$ cat src/rtl/knight_anim_pkg.sv
// Shared types and geometry for the knight sprite strip: state encoding,
// default sprite dimensions and the ROM address helper.
package knight_anim_pkg;

   localparam int SPR_W           = 50;
   localparam int SPR_H           = 64;
   localparam int NUM_FRAMES      = 4;
   localparam int TICKS_PER_FRAME = 6;
   localparam int ADDR_W          = 14;
   localparam int FRAME_WORDS     = SPR_W * SPR_H;
   localparam int FRAME_IDX_W     = (NUM_FRAMES > 1) ? $clog2(NUM_FRAMES) : 1;

   typedef enum logic [1:0] {IDLE, PLAY, HOLD} anim_state_t;

   // Frames are stored back-to-back, each one row-major.
   function automatic int unsigned calc_addr(input int unsigned frame,
                                             input int unsigned dx,
                                             input int unsigned dy,
                                             input int unsigned spr_w = SPR_W,
                                             input int unsigned spr_h = SPR_H);
      return frame * (spr_w * spr_h) + dy * spr_w + dx;
   endfunction

endpackage

$ cat src/rtl/knight_anim_ctrl_if.sv
// Video timing, placement and animation-control signals between the VGA
// side and the knight sequencer, with its ROM address/coverage results.
interface knight_anim_ctrl_if #(
   parameter int ADDR_W = knight_anim_pkg::ADDR_W,
   parameter int FI_W   = knight_anim_pkg::FRAME_IDX_W
);
   logic [9:0]        DrawX;
   logic [9:0]        DrawY;
   logic              blank;
   logic              vsync;
   logic [9:0]        sprite_x;
   logic [9:0]        sprite_y;
   logic              anim_start;
   logic              anim_loop;
   logic [ADDR_W-1:0] rom_address;
   logic              pix_valid;
   logic [FI_W-1:0]   frame_idx;
   logic              anim_busy;
   logic              anim_done;

   modport master (
      output DrawX, DrawY, blank, vsync, sprite_x, sprite_y, anim_start, anim_loop,
      input  rom_address, pix_valid, frame_idx, anim_busy, anim_done
   );

   modport slave (
      input  DrawX, DrawY, blank, vsync, sprite_x, sprite_y, anim_start, anim_loop,
      output rom_address, pix_valid, frame_idx, anim_busy, anim_done
   );
endinterface

$ cat src/rtl/anim_addr_gen.sv
// Sprite box test and ROM address register for one palettized sprite strip;
// reusable by any sprite sharing the same ROM layout.
module anim_addr_gen #(
   parameter int SPR_W  = knight_anim_pkg::SPR_W,
   parameter int SPR_H  = knight_anim_pkg::SPR_H,
   parameter int ADDR_W = knight_anim_pkg::ADDR_W,
   parameter int FI_W   = knight_anim_pkg::FRAME_IDX_W
) (
   input  logic              clk,
   input  logic              rst_n,
   input  logic [9:0]        draw_x,
   input  logic [9:0]        draw_y,
   input  logic              blank,
   input  logic [9:0]        org_x,
   input  logic [9:0]        org_y,
   input  logic [FI_W-1:0]   frame,
   output logic [ADDR_W-1:0] rom_address,
   output logic              pix_valid
);
   import knight_anim_pkg::*;

   localparam logic [10:0] BOX_W = 11'(SPR_W);
   localparam logic [10:0] BOX_H = 11'(SPR_H);

   logic [10:0] dx_p0;
   logic [10:0] dy_p0;
   logic        in_box_p0;

   // Bit 10 is the borrow: pixel lies left of / above the sprite origin.
   assign dx_p0     = {1'b0, draw_x} - {1'b0, org_x};
   assign dy_p0     = {1'b0, draw_y} - {1'b0, org_y};
   assign in_box_p0 = ~dx_p0[10] & ~dy_p0[10] & (dx_p0 < BOX_W) & (dy_p0 < BOX_H);

   // Stage p0 -> p1: address holds outside the box so the ROM output stays stable.
   always_ff @(posedge clk or negedge rst_n) begin
      if (!rst_n) begin
         rom_address <= '0;
         pix_valid   <= 1'b0;
      end else begin
         if (in_box_p0)
            rom_address <= ADDR_W'(calc_addr(32'(frame), 32'(dx_p0), 32'(dy_p0), SPR_W, SPR_H));
         pix_valid <= in_box_p0 & blank;
      end
   end

endmodule

$ cat src/rtl/knight_anim_ctrl.sv
// Knight sprite animation sequencer: steps frames on vsync boundaries,
// latches placement once per frame and drives the ROM address generator.
module knight_anim_ctrl #(
   parameter int SPR_W           = knight_anim_pkg::SPR_W,
   parameter int SPR_H           = knight_anim_pkg::SPR_H,
   parameter int NUM_FRAMES      = knight_anim_pkg::NUM_FRAMES,
   parameter int TICKS_PER_FRAME = knight_anim_pkg::TICKS_PER_FRAME,
   parameter int ADDR_W          = knight_anim_pkg::ADDR_W
) (
   input logic                vga_clk,
   input logic                reset_n,
   knight_anim_ctrl_if.slave  bus
);
   import knight_anim_pkg::*;

   localparam int FI_W   = (NUM_FRAMES > 1) ? $clog2(NUM_FRAMES) : 1;
   localparam int TICK_W = (TICKS_PER_FRAME > 1) ? $clog2(TICKS_PER_FRAME) : 1;
   localparam logic [TICK_W-1:0] TICK_LAST  = TICK_W'(TICKS_PER_FRAME - 1);
   localparam logic [FI_W-1:0]   FRAME_LAST = FI_W'(NUM_FRAMES - 1);

   anim_state_t       state;
   logic [TICK_W-1:0] tick;
   logic [FI_W-1:0]   frame;
   logic [9:0]        lat_x;
   logic [9:0]        lat_y;
   logic              vsync_q;
   logic              start_pending;
   logic              busy;
   logic              done;
   logic              fb;
   logic              start_req;

   assign fb        = bus.vsync & ~vsync_q;
   // A start arriving on the boundary cycle itself is honoured at that boundary.
   assign start_req = start_pending | bus.anim_start;

   always_ff @(posedge vga_clk or negedge reset_n) begin
      if (!reset_n) begin
         state         <= IDLE;
         tick          <= '0;
         frame         <= '0;
         lat_x         <= '0;
         lat_y         <= '0;
         vsync_q       <= 1'b0;
         start_pending <= 1'b0;
         busy          <= 1'b0;
         done          <= 1'b0;
      end else begin
         vsync_q <= bus.vsync;
         done    <= 1'b0;
         if (fb) begin
            start_pending <= 1'b0;
            lat_x         <= bus.sprite_x;
            lat_y         <= bus.sprite_y;
            if (start_req) begin
               state <= PLAY;
               busy  <= 1'b1;
               frame <= '0;
               tick  <= '0;
            end else if (state == PLAY) begin
               if (tick != TICK_LAST) begin
                  tick <= tick + TICK_W'(1);
               end else begin
                  tick <= '0;
                  if (frame != FRAME_LAST) begin
                     frame <= frame + FI_W'(1);
                  end else if (bus.anim_loop) begin
                     frame <= '0;
                  end else begin
                     state <= HOLD;
                     busy  <= 1'b0;
                     done  <= 1'b1;
                  end
               end
            end
         end else if (bus.anim_start) begin
            start_pending <= 1'b1;
         end
      end
   end

   assign bus.frame_idx = frame;
   assign bus.anim_busy = busy;
   assign bus.anim_done = done;

   anim_addr_gen #(
      .SPR_W  (SPR_W),
      .SPR_H  (SPR_H),
      .ADDR_W (ADDR_W),
      .FI_W   (FI_W)
   ) u_addr_gen (
      .clk         (vga_clk),
      .rst_n       (reset_n),
      .draw_x      (bus.DrawX),
      .draw_y      (bus.DrawY),
      .blank       (bus.blank),
      .org_x       (lat_x),
      .org_y       (lat_y),
      .frame       (frame),
      .rom_address (bus.rom_address),
      .pix_valid   (bus.pix_valid)
   );

endmodule

$ cat src/flat_wrapper.sv
// flat-port wrapper written by rule: the top's interface ports become plain ports
module knight_anim_ctrl_flat import knight_anim_pkg::*;
#(
   parameter int SPR_W           = knight_anim_pkg::SPR_W,
   parameter int SPR_H           = knight_anim_pkg::SPR_H,
   parameter int NUM_FRAMES      = knight_anim_pkg::NUM_FRAMES,
   parameter int TICKS_PER_FRAME = knight_anim_pkg::TICKS_PER_FRAME,
   parameter int ADDR_W          = knight_anim_pkg::ADDR_W
)
  (vga_clk, reset_n, bus_DrawX, bus_DrawY, bus_blank, bus_vsync, bus_sprite_x, bus_sprite_y, bus_anim_start, bus_anim_loop, bus_rom_address, bus_pix_valid, bus_frame_idx, bus_anim_busy, bus_anim_done);
  knight_anim_ctrl_if #(.ADDR_W(ADDR_W)) bus_i ();
  input logic vga_clk;
  input logic reset_n;
  input wire logic [$bits(bus_i.DrawX)-1:0] bus_DrawX;
  input wire logic [$bits(bus_i.DrawY)-1:0] bus_DrawY;
  input wire logic [$bits(bus_i.blank)-1:0] bus_blank;
  input wire logic [$bits(bus_i.vsync)-1:0] bus_vsync;
  input wire logic [$bits(bus_i.sprite_x)-1:0] bus_sprite_x;
  input wire logic [$bits(bus_i.sprite_y)-1:0] bus_sprite_y;
  input wire logic [$bits(bus_i.anim_start)-1:0] bus_anim_start;
  input wire logic [$bits(bus_i.anim_loop)-1:0] bus_anim_loop;
  output wire logic [$bits(bus_i.rom_address)-1:0] bus_rom_address;
  output wire logic [$bits(bus_i.pix_valid)-1:0] bus_pix_valid;
  output wire logic [$bits(bus_i.frame_idx)-1:0] bus_frame_idx;
  output wire logic [$bits(bus_i.anim_busy)-1:0] bus_anim_busy;
  output wire logic [$bits(bus_i.anim_done)-1:0] bus_anim_done;
  assign bus_i.DrawX = bus_DrawX;
  assign bus_i.DrawY = bus_DrawY;
  assign bus_i.blank = bus_blank;
  assign bus_i.vsync = bus_vsync;
  assign bus_i.sprite_x = bus_sprite_x;
  assign bus_i.sprite_y = bus_sprite_y;
  assign bus_i.anim_start = bus_anim_start;
  assign bus_i.anim_loop = bus_anim_loop;
  assign bus_rom_address = bus_i.rom_address;
  assign bus_pix_valid = bus_i.pix_valid;
  assign bus_frame_idx = bus_i.frame_idx;
  assign bus_anim_busy = bus_i.anim_busy;
  assign bus_anim_done = bus_i.anim_done;
  knight_anim_ctrl #(.SPR_W(SPR_W), .SPR_H(SPR_H), .NUM_FRAMES(NUM_FRAMES), .TICKS_PER_FRAME(TICKS_PER_FRAME), .ADDR_W(ADDR_W)) u_core (.vga_clk(vga_clk), .reset_n(reset_n), .bus(bus_i));
endmodule
$ cat config.mk
export PLATFORM = sky130hd
export DESIGN_NAME = knight_anim_ctrl_flat
export DESIGN_NICKNAME = d
export VERILOG_FILES = /design/src/rtl/knight_anim_pkg.sv /design/src/rtl/knight_anim_ctrl_if.sv /design/src/rtl/anim_addr_gen.sv /design/src/rtl/knight_anim_ctrl.sv /design/src/flat_wrapper.sv
export SDC_FILE = /design/constraint.sdc
export NUM_CORES = 1
export LEC_CHECK = 0
export ABC_AREA = 1
export CORE_UTILIZATION = 55
export CTS_CLUSTER_DIAMETER = 100
export DETAILED_ROUTE_END_ITERATION = 7
export PLACE_DENSITY = 0.85
export SETUP_SLACK_MARGIN = 0.5
export SYNTH_ARGS = -nofsm -noshare
export SYNTH_HDL_FRONTEND = slang
export SYNTH_SLANG_ARGS = --single-unit
$ cat constraint.sdc
create_clock -name vga_clk -period 15.75 [get_ports vga_clk]
set_input_delay 4.725 -clock vga_clk [delete_from_list [all_inputs] [get_ports vga_clk]]
set_output_delay 4.725 -clock vga_clk [all_outputs]
set_load 0.05 [all_outputs]
==> results.toml, run 1 <==
[drt]
drc = 0
finalWirelength_um = 9210
first_iter_violations = 137
drtAntennaViolNets = 0
via_per_inst = 5.12
routedWlPerCell_um = 12.5
firstDrtPassIters = 4
vias = 3781

[grt]
gr-usage-all-layers_pct = 23.1
use_met2_pct = 41.0
grt_max_degree = 46
antenna_found_initial = 0
grt.busiest_layer = "met2"
grt_util_met3_pct = 3.43
grt_pass1_wl_um = 15700
grt_use_met1_pct = 28.6
grt_pass1_vias = 3649
overflow = 0

[placed_design]
io_buffers = 64
place_area_um2 = 5110
post-dp-hpwl_um = 7830
gp_congestion = 0.925

[sta]
max_freq_mhz = 99.9
worstMarginPinSlew_ns = 0.978
drv_slew = 0
worst_clock_skew_ns = 0.00950
max-slew-margin-rel_pct = 34.8
timing.final.crit_period_ns = 10.01
rsz0062_at_grt = "false"
setup_tns_ns = 0
setup_viol_count_final = 0
hold_viol_final = 0
period_share_pct = 63.5

[clocking]
path_clk_slew_ns = 0.09
cts-root-buf = "clkbuf_8"
cts-hold-fix-buffers = 0
insertion_delay_ns = 0.31
cts_max_path_buffers = 2
cts_tree = "done"
cts_resized = 0
post_cts_buffers = 0
cts_buffers = 5
h-tree-depth = 2
clock-sinks = 45

[worst_hold_path]
holdCritPathClass = "register to register"

[synth]
synthAdderAreaFrac_pct = 25.4
syn-cell-area_um2 = 4400
syn-mean-instance-area_um2 = 7.70
synth.distinct_cells = 32
synthSimpleGateAreaFrac_pct = 22.2
syn_inst = 571
synthMuxAreaShare_pct = 0
yosysWarnings = 0
synth_xor_area_share_pct = 5.75
syn-num-nets = 699
synth_compound_area_share_pct = 10.8
synth_top_family_by_area = "adder cells"
synth-seq-area-share_pct = 25.6
ys_ff_latch = 45

[finish]
post-route-util_pct = 67.6
antenna-diode-count = 0
area_growth_pct = 18.8
nFillCells = 641
nets = 763
final_area_um2 = 5230
drive_gt1_share_pct = 5.35

[floorplanning]
ioPinCount = 65
num_rows = 32
fp.dieH_um = 91.4
start_util_pct = 56.9
die_w_um = 91.4
core_um2 = 7730
dieArea_um2 = 8360

[setup_path]
required_ns = 15.95
crit_fanout = 5
cp_common_cell = "inv_1"
critPathMaxStageDelay_ns = 0.53
cp_slowest_cell = "fa_1"
cp.arrival_ns = 10.21
startpoint_type = "input port"
cp-end-kind = "register"
crit_type = "input port to register"

[job]
max-cap-violations = 0

[status]
status = "completed"
==> cells in the mapped netlist (all sizes together) <==
cell type,n,share of area [%]
a21oi,28,3.4
buf,4,1.0
fa,12,5.5
o21ai,42,5.5
xor2,16,3.4
o21bai,3,0.51
inv,104,8.9
nand3,32,3.6
nor3,5,0.57
nor2,32,3.1
ha,70,20
xnor2,12,2.4
o2111ai,1,0.20
nor3b,2,0.34
o22ai,1,0.14
a21o,2,0.34
nand2,138,12
nor4,1,0.14
clkbuf,4,0.34
a31oi,3,0.43
nand3b,5,1.1
dfrtp,45,26
nand4,8,1.1
o2111a,1,0.26
==> per-layer routing <==
metal,wire [um],up-vias
li1,-,1953
met1,4180,1694
met2,4350,110
met3,410,24
met4,275,0
met5,0,-
==> layout make-up <==
type	instances	area (um^2)	share of cell area [%]
timing repair buffer	65	643	12.3
inverter	104	390	7.47
sequential	45	1130	21.6
clock inverter	3	46.3	0.886
tap	102	128	2.44
clock buffer	5	68.8	1.32
multi-input combinational	414	2820	54.0
==> flip-flops by register name, indices dropped and copies added, names as in the netlist <==
register                       cells
u_core.vsync_q                     1
u_core.u_addr_gen.pix_valid        1
u_core.lat_x                      10
u_core.tick                        3
u_core.bus.anim_done               1
u_core.bus.frame_idx               2
u_core.u_addr_gen.rom_address     14
u_core.state                       2
u_core.start_pending               1
u_core.lat_y                      10
==> stage by stage <==
| step | setup WS (ns) | hold slack, ns | std cells |
|---|---|---|---|
| floorplan | 6.39 | 0.446 | 571 |
| global placement | 5.70 | 0.454 | 730 |
| detailed placement | 5.46 | 0.460 | 730 |
| CTS | 5.77 | 0.481 | 738 |
| global route | 5.45 | 0.514 | 738 |
| finish | 5.74 | 0.479 | 738 |
==> cell families (layout without fill, tap and decap cells) <==
logic type / count (synthesis) / count (layout)
DFF: 45 / 45
buffers and inverters: 112 / 177
adders and majority gates: 82 / 82
and+or+nand+nor: 223 / 223
xor gates and xnor gates: 28 / 28
AOI/OAI and AO/OA: 81 / 81
==> worst paths after layout <==
path	endpoint	cells after the start	slack, ns	from
max	u_core.u_addr_gen.rom_address[13]$_DFFE_PN0P_	28	5.74	bus_DrawY[0]
min	u_core.u_addr_gen.rom_address[3]$_DFFE_PN0P_	2	0.48	u_core.u_addr_gen.rom_address[3]$_DFFE_PN0P_
max reg2reg	u_core.u_addr_gen.rom_address[13]$_DFFE_PN0P_	26	10.27	u_core.lat_y[0]$_DFFE_PN0P_
min reg2reg	u_core.u_addr_gen.rom_address[3]$_DFFE_PN0P_	2	0.48	u_core.u_addr_gen.rom_address[3]$_DFFE_PN0P_
max in group asynchronous	u_core.u_addr_gen.rom_address[11]$_DFFE_PN0P_	1	10.57	reset_n
min in group asynchronous	u_core.lat_x[9]$_DFFE_PN0P_	1	4.57	reset_n
==> placed cells by master (no fill, tap or decap), drive strengths merged, types with 8 or more instances in the layout <==
master and count:
a21oi 28, clkdlybuf4s50 63, dfrtp 45, fa 12, ha 70, inv 104
nand2 138, nand3 32, nand4 8, nor2 32, o21ai 42, xnor2 12
xor2 16
==> critical path, delay by kind of cell <==
family / cells / cell delay [ns]
AO/OA/AOI/OAI: 3 / 0.50
XOR/XNOR: 2 / 0.44
adder cells (fa/ha/maj): 8 / 2.96
buffers and inverters: 7 / 0.82
AND/OR/NAND/NOR: 8 / 0.77
Power of run 1 is left out: the tool's default activity adds up to more than one toggle a clock period on the data nets, which glitch-free logic cannot reach.
==> run 2: changes to the inputs <==
CORE_UTILIZATION = 50   (was 55)
PLACE_DENSITY = 0.81   (was 0.85)
clock period = 8.3 ns   (was 15.75 ns; I/O delays follow)
==> run 2 against run 1 <==
  * Flip-flop and latch count unchanged
  * Clock-buffer cell count increased by 1
  * Routed wire length increased by 2.5%
  * Core utilization decreased by 4.8 points
  * Global-route usage decreased by 1.6 points
  * Critical path type unchanged
  * Highest routed layer unchanged
==> results.toml, run 2 (same netlist as run 1, synthesis figures left out) <==
[worst_hold_path]
min_from = "u_core.u_addr_gen.rom_address[3]$_DFFE_PN0P_"
holdCritPathClass = "register to register"

[job]
max-cap-violations = 0

[floorplanning]
die_w_um = 95.8
fp.dieH_um = 95.8
core_um2 = 8380
start_util_pct = 52.5
ioPinCount = 65
num_rows = 33
dieArea_um2 = 9170

[clocking]
cts_max_path_buffers = 2
cts_buffers = 5
cts_tree = "done"
clock-sinks = 45
cts-root-buf = "clkbuf_8"
path_clk_slew_ns = 0.09
cts-hold-fix-buffers = 0
h-tree-depth = 2
insertion_delay_ns = 0.31

[drt]
first_iter_violations = 177
wirelength_met1_um = 4440
wl_met3_um = 354
drtAntennaViolNets = 0
firstDrtPassIters = 6
met2_length_um = 4470
via_per_inst = 5.14
routedWlPerCell_um = 12.7
drc = 0
vias = 3812
finalWirelength_um = 9450
top_layer_used = "met4"

[setup_path]
cp_common_cell = "inv_1"
startpoint_type = "input port"
crit_fanout = 5
critPathMaxStageDelay_ns = 0.52
required_ns = 8.55
crit_family = "adder cells"
cp-end-kind = "register"
r2r_start = "u_core.lat_y[0]$_DFFE_PN0P_"
crit_buf_inv = 9
crit_type = "input port to register"
crit_path_start = "bus_DrawY[0]"
cp_slowest_cell = "fa_1"
cp.arrival_ns = 7.78

[finish]
reg_top3 = "u_core.u_addr_gen.rom_address x14, u_core.lat_x x10, u_core.lat_y x10"
area_growth_pct = 19.7
top_register = "u_core.u_addr_gen.rom_address"
final_cell_mix = "nand2_1 (132), inv_1 (103), ha_1 (69), clkdlybuf4s50_1 (63), dfrtp_1 (45)"
regArea_um2 = 1130
largest_reg_flops = 14
nets = 763
multi_input_area_um2 = 2850
nFillCells = 708
antenna-diode-count = 0
mostFrequentLayoutCell = "nand2_1"
drive_gt1_share_pct = 6.29

[grt]
grt_max_degree = 46
overflow = 0
gr-usage-all-layers_pct = 21.6
grt_pass1_vias = 3593
grt_pass1_wl_um = 15400
antenna_found_initial = 0

[sta]
max_freq_mhz = 133
period_share_pct = 90.7
worst_clock_skew_ns = 0.00762
setup_tns_ns = 0
rsz0062_at_grt = "false"
hold_viol_final = 0
setup_viol_count_final = 0
drv_slew = 0
max-slew-margin-rel_pct = 19.0
worstMarginPinSlew_ns = 1.21
timing.final.crit_period_ns = 7.53

[placed_design]
io_buffers = 64
gp_congestion = 0.903
post-dp-hpwl_um = 7650

[status]
status = "completed"
-- run 2: cell types whose count changed in the layout (fill, tap and decap cells not counted), sizes merged --
cell / change
clkbuf: +1
clkinv: -1
-- run 2: metrics by stage --
stage	util, %	setup WS, ns	instances	area [um^2]	hold slack [ns]
2_1_floorplan	-	1.18	571	4400	0.446
3_3_place_gp	60.9	0.501	732	5110	0.456
3_5_place_dp	60.9	0.250	732	5110	0.459
4_1_cts	62.4	0.544	740	5230	0.482
5_1_grt	62.8	0.449	741	5270	0.504
6_report	62.8	0.774	741	5270	0.480
-- run 2: what timing repair did --
action | in CTS | in global routing
gates resized for setup | 0 | 7
buffers inserted | 0 | 1
endpoints found under the setup margin | 0 | 3
-- run 2: worst register-to-register path: cells and delay by family, from the launching register on --
| family | cells | cell delay, ns |
|---|---|---|
| buffers and inverters | 7 | 0.54 |
| AO/OA/AOI/OAI | 1 | 0.10 |
| flip-flops | 1 | 0.42 |
| adder cells (fa/ha/maj) | 8 | 2.89 |
| XOR/XNOR | 2 | 0.32 |
| AND/OR/NAND/NOR | 10 | 0.94 |
-- run 2: path summary, 6_finish.rpt --
| check | endpoint | slack [ns] | depth (start not counted) |
|---|---|---|---|
| hold / removal | u_core.u_addr_gen.rom_address[3]$_DFFE_PN0P_ | 0.48 | 2 |
| setup / recovery | u_core.u_addr_gen.rom_address[12]$_DFFE_PN0P_ | 0.77 | 30 |
| hold reg to reg | u_core.u_addr_gen.rom_address[3]$_DFFE_PN0P_ | 0.48 | 2 |
| min in group asynchronous | u_core.vsync_q$_DFF_PN0_ | 2.33 | 1 |
| max in group asynchronous | u_core.bus.frame_idx[1]$_DFFE_PN0P_ | 5.35 | 1 |
| setup reg to reg | u_core.u_addr_gen.rom_address[12]$_DFFE_PN0P_ | 3.04 | 28 |
-- run 2: per-layer routing --
layer  vias up  GRT usage [%]
met5         -              0
met4         0           6.84
met3        17           3.24
met2       106           37.1
met1      1731           27.8
li1       1958              -
-- run 2: final cells by class --
type                    instances  area share (%)
clock inverters                 2           0.713
repair buffers                 65            12.2
flip-flops and latches         45            21.4
inverters                     104            7.41
clock buffers                   6            1.57
well taps                     105            2.50
multi-input cells             414            54.2
Power of run 2 is left out for the same reason.
==> run 3: changes to the inputs <==
CORE_UTILIZATION = 55   (was 50)
PLACE_DENSITY = 0.85   (was 0.81)
RECOVER_POWER = 50   (was unset)
clock period = 8.36 ns   (was 8.3 ns; I/O delays follow)
==> run 3 against run 2 <==
  * The run now ends with capacitance limit, slew limit left
  * Setup slack worse by 0.080 ns
  * Core utilization is 4.9 points higher
  * Critical path depth is 2 lower
==> results.toml, run 3 (same netlist as run 1, synthesis figures left out) <==
[status]
status = "complete, but fails checks"
violations = "capacitance limit, slew limit"

[grt]
antenna_found_initial = 0
overflow = 0
gr-usage-all-layers_pct = 24.3
grt_pass1_vias = 3753
grt_pass1_wl_um = 16300
grt_max_degree = 46

[drt]
first_iter_violations = 138
firstDrtPassIters = 5
drtAntennaViolNets = 0
finalWirelength_um = 9540
via_per_inst = 5.22
vias = 3849
drc = 0
routedWlPerCell_um = 12.9

[job]
max-cap-violations = 1

[sta]
timing.final.crit_period_ns = 7.67
worst_clock_skew_ns = 0.0106
drv_slew = 46
period_share_pct = 91.7
max-slew-margin-rel_pct = -57.9
rsz0062_at_grt = "true"
hold_viol_final = 0
worstMarginPinSlew_ns = 2.37
setup_viol_count_final = 0
max_freq_mhz = 130
setup_tns_ns = 0

[setup_path]
required_ns = 8.61
crit_family = "adder cells"
cp_common_cell = "ha_1"
startpoint_type = "input port"
critPathMaxStageDelay_ns = 0.54
crit_buf_inv = 6
cp-end-kind = "register"
crit_type = "input port to register"
cp_slowest_cell = "fa_1"
crit_fanout = 4
cp.arrival_ns = 7.92

[worst_hold_path]
holdCritPathClass = "register to register"

[floorplanning]
start_util_pct = 56.9
dieArea_um2 = 8360
die_w_um = 91.4
fp.dieH_um = 91.4
ioPinCount = 65
num_rows = 32
core_um2 = 7730

[finish]
nets = 763
antenna-diode-count = 0
largest_reg_flops = 14
nFillCells = 634
area_growth_pct = 19.0
final_cell_mix = "nand2_1 (132), inv_1 (103), ha_1 (69), clkdlybuf4s50_1 (62), dfrtp_1 (45)"
drive_gt1_share_pct = 5.35
top_register = "u_core.u_addr_gen.rom_address"
mostFrequentLayoutCell = "nand2_1"
reg_top3 = "u_core.u_addr_gen.rom_address x14, u_core.lat_x x10, u_core.lat_y x10"

[clocking]
post_cts_buffers = 0
insertion_delay_ns = 0.31
h-tree-depth = 2
cts_tree = "done"
cts_buffers = 5
cts_max_path_buffers = 2
cts-root-buf = "clkbuf_8"
clock-sinks = 45
path_clk_slew_ns = 0.09

[placed_design]
io_buffers = 64
gp_congestion = 0.926
post-dp-hpwl_um = 7870
==> run 3: worst paths after layout <==
kind / endpoint / slack (ns) / cells after the start / startpoint
worst max-delay path: u_core.u_addr_gen.rom_address[12]$_DFFE_PN0P_ / 0.69 / 28 / bus_DrawY[0]
worst min-delay path: u_core.u_addr_gen.rom_address[2]$_DFFE_PN0P_ / 0.49 / 2 / u_core.u_addr_gen.rom_address[2]$_DFFE_PN0P_
max in group asynchronous: u_core.u_addr_gen.rom_address[11]$_DFFE_PN0P_ / 4.11 / 1 / reset_n
worst max register to register: u_core.u_addr_gen.rom_address[12]$_DFFE_PN0P_ / 2.99 / 26 / u_core.lat_y[0]$_DFFE_PN0P_
worst min register to register: u_core.u_addr_gen.rom_address[2]$_DFFE_PN0P_ / 0.49 / 2 / u_core.u_addr_gen.rom_address[2]$_DFFE_PN0P_
min in group asynchronous: u_core.lat_y[0]$_DFFE_PN0P_ / 2.91 / 1 / reset_n
==> run 3: metal layers <==
layer  up-vias  GRT usage, %  part of all wire (%)  wire, um
li1       1959             -                     -         -
met4         0          9.66                   2.7       256
met3        22          4.52                   4.2       403
met1      1748          29.9                    44      4200
met2       120          41.7                    49      4690
met5         -             0                     0         0
==> run 3: metrics by stage <==
stage	setup WS, ns	instances	instance area (um^2)	hold slack (ns)	utilization, %
2_1_floorplan	1.22	571	4400	0.446	-
3_3_place_gp	0.532	730	5110	0.454	66.1
3_5_place_dp	0.341	730	5110	0.465	66.1
4_1_cts	0.640	738	5230	0.486	67.6
5_1_grt	0.459	738	5230	0.512	67.7
6_report	0.694	738	5230	0.488	67.7
==> run 3: final cells by class <==
class / instances / area (um^2) / share of cell area, %
clock buffer: 5 / 68.8 / 1.32
sequential: 45 / 1130 / 21.5
inverter: 104 / 390 / 7.46
timing repair buffer: 65 / 638 / 12.2
tap: 102 / 128 / 2.44
clock inverter: 3 / 46.3 / 0.885
multi-input combinational: 414 / 2840 / 54.2
==> run 3: worst register-to-register path: stages (launching register included) <==
cell and delay [ns]:
dfrtp_1 0.40, ha_1 0.23, fa_1 0.41, inv_1 0.09, nand3_1 0.08, nand2_2 0.13
xor2_2 0.20, ha_1 0.27, ha_1 0.28, inv_1 0.06, fa_1 0.54, inv_1 0.05
ha_1 0.35, a21oi_1 0.18, nand2_1 0.13, a21oi_1 0.16, o21ai_0 0.11, xor2_1 0.16
ha_1 0.32, ha_1 0.35, inv_1 0.10, nor3_2 0.23, nand3_1 0.10, o2111ai_1 0.11
xor2_1 0.17, nand2_1 0.06, nand2_1 0.06
==> run 3: what timing repair did <==
| action | 4_1_cts | 5_1_grt |
|---|---|---|
| hold buffers | 0 | 0 |
| gates resized for setup | 0 | 4 |
| endpoints found under the setup margin | 0 | 3 |
Power of run 3 is left out for the same reason.
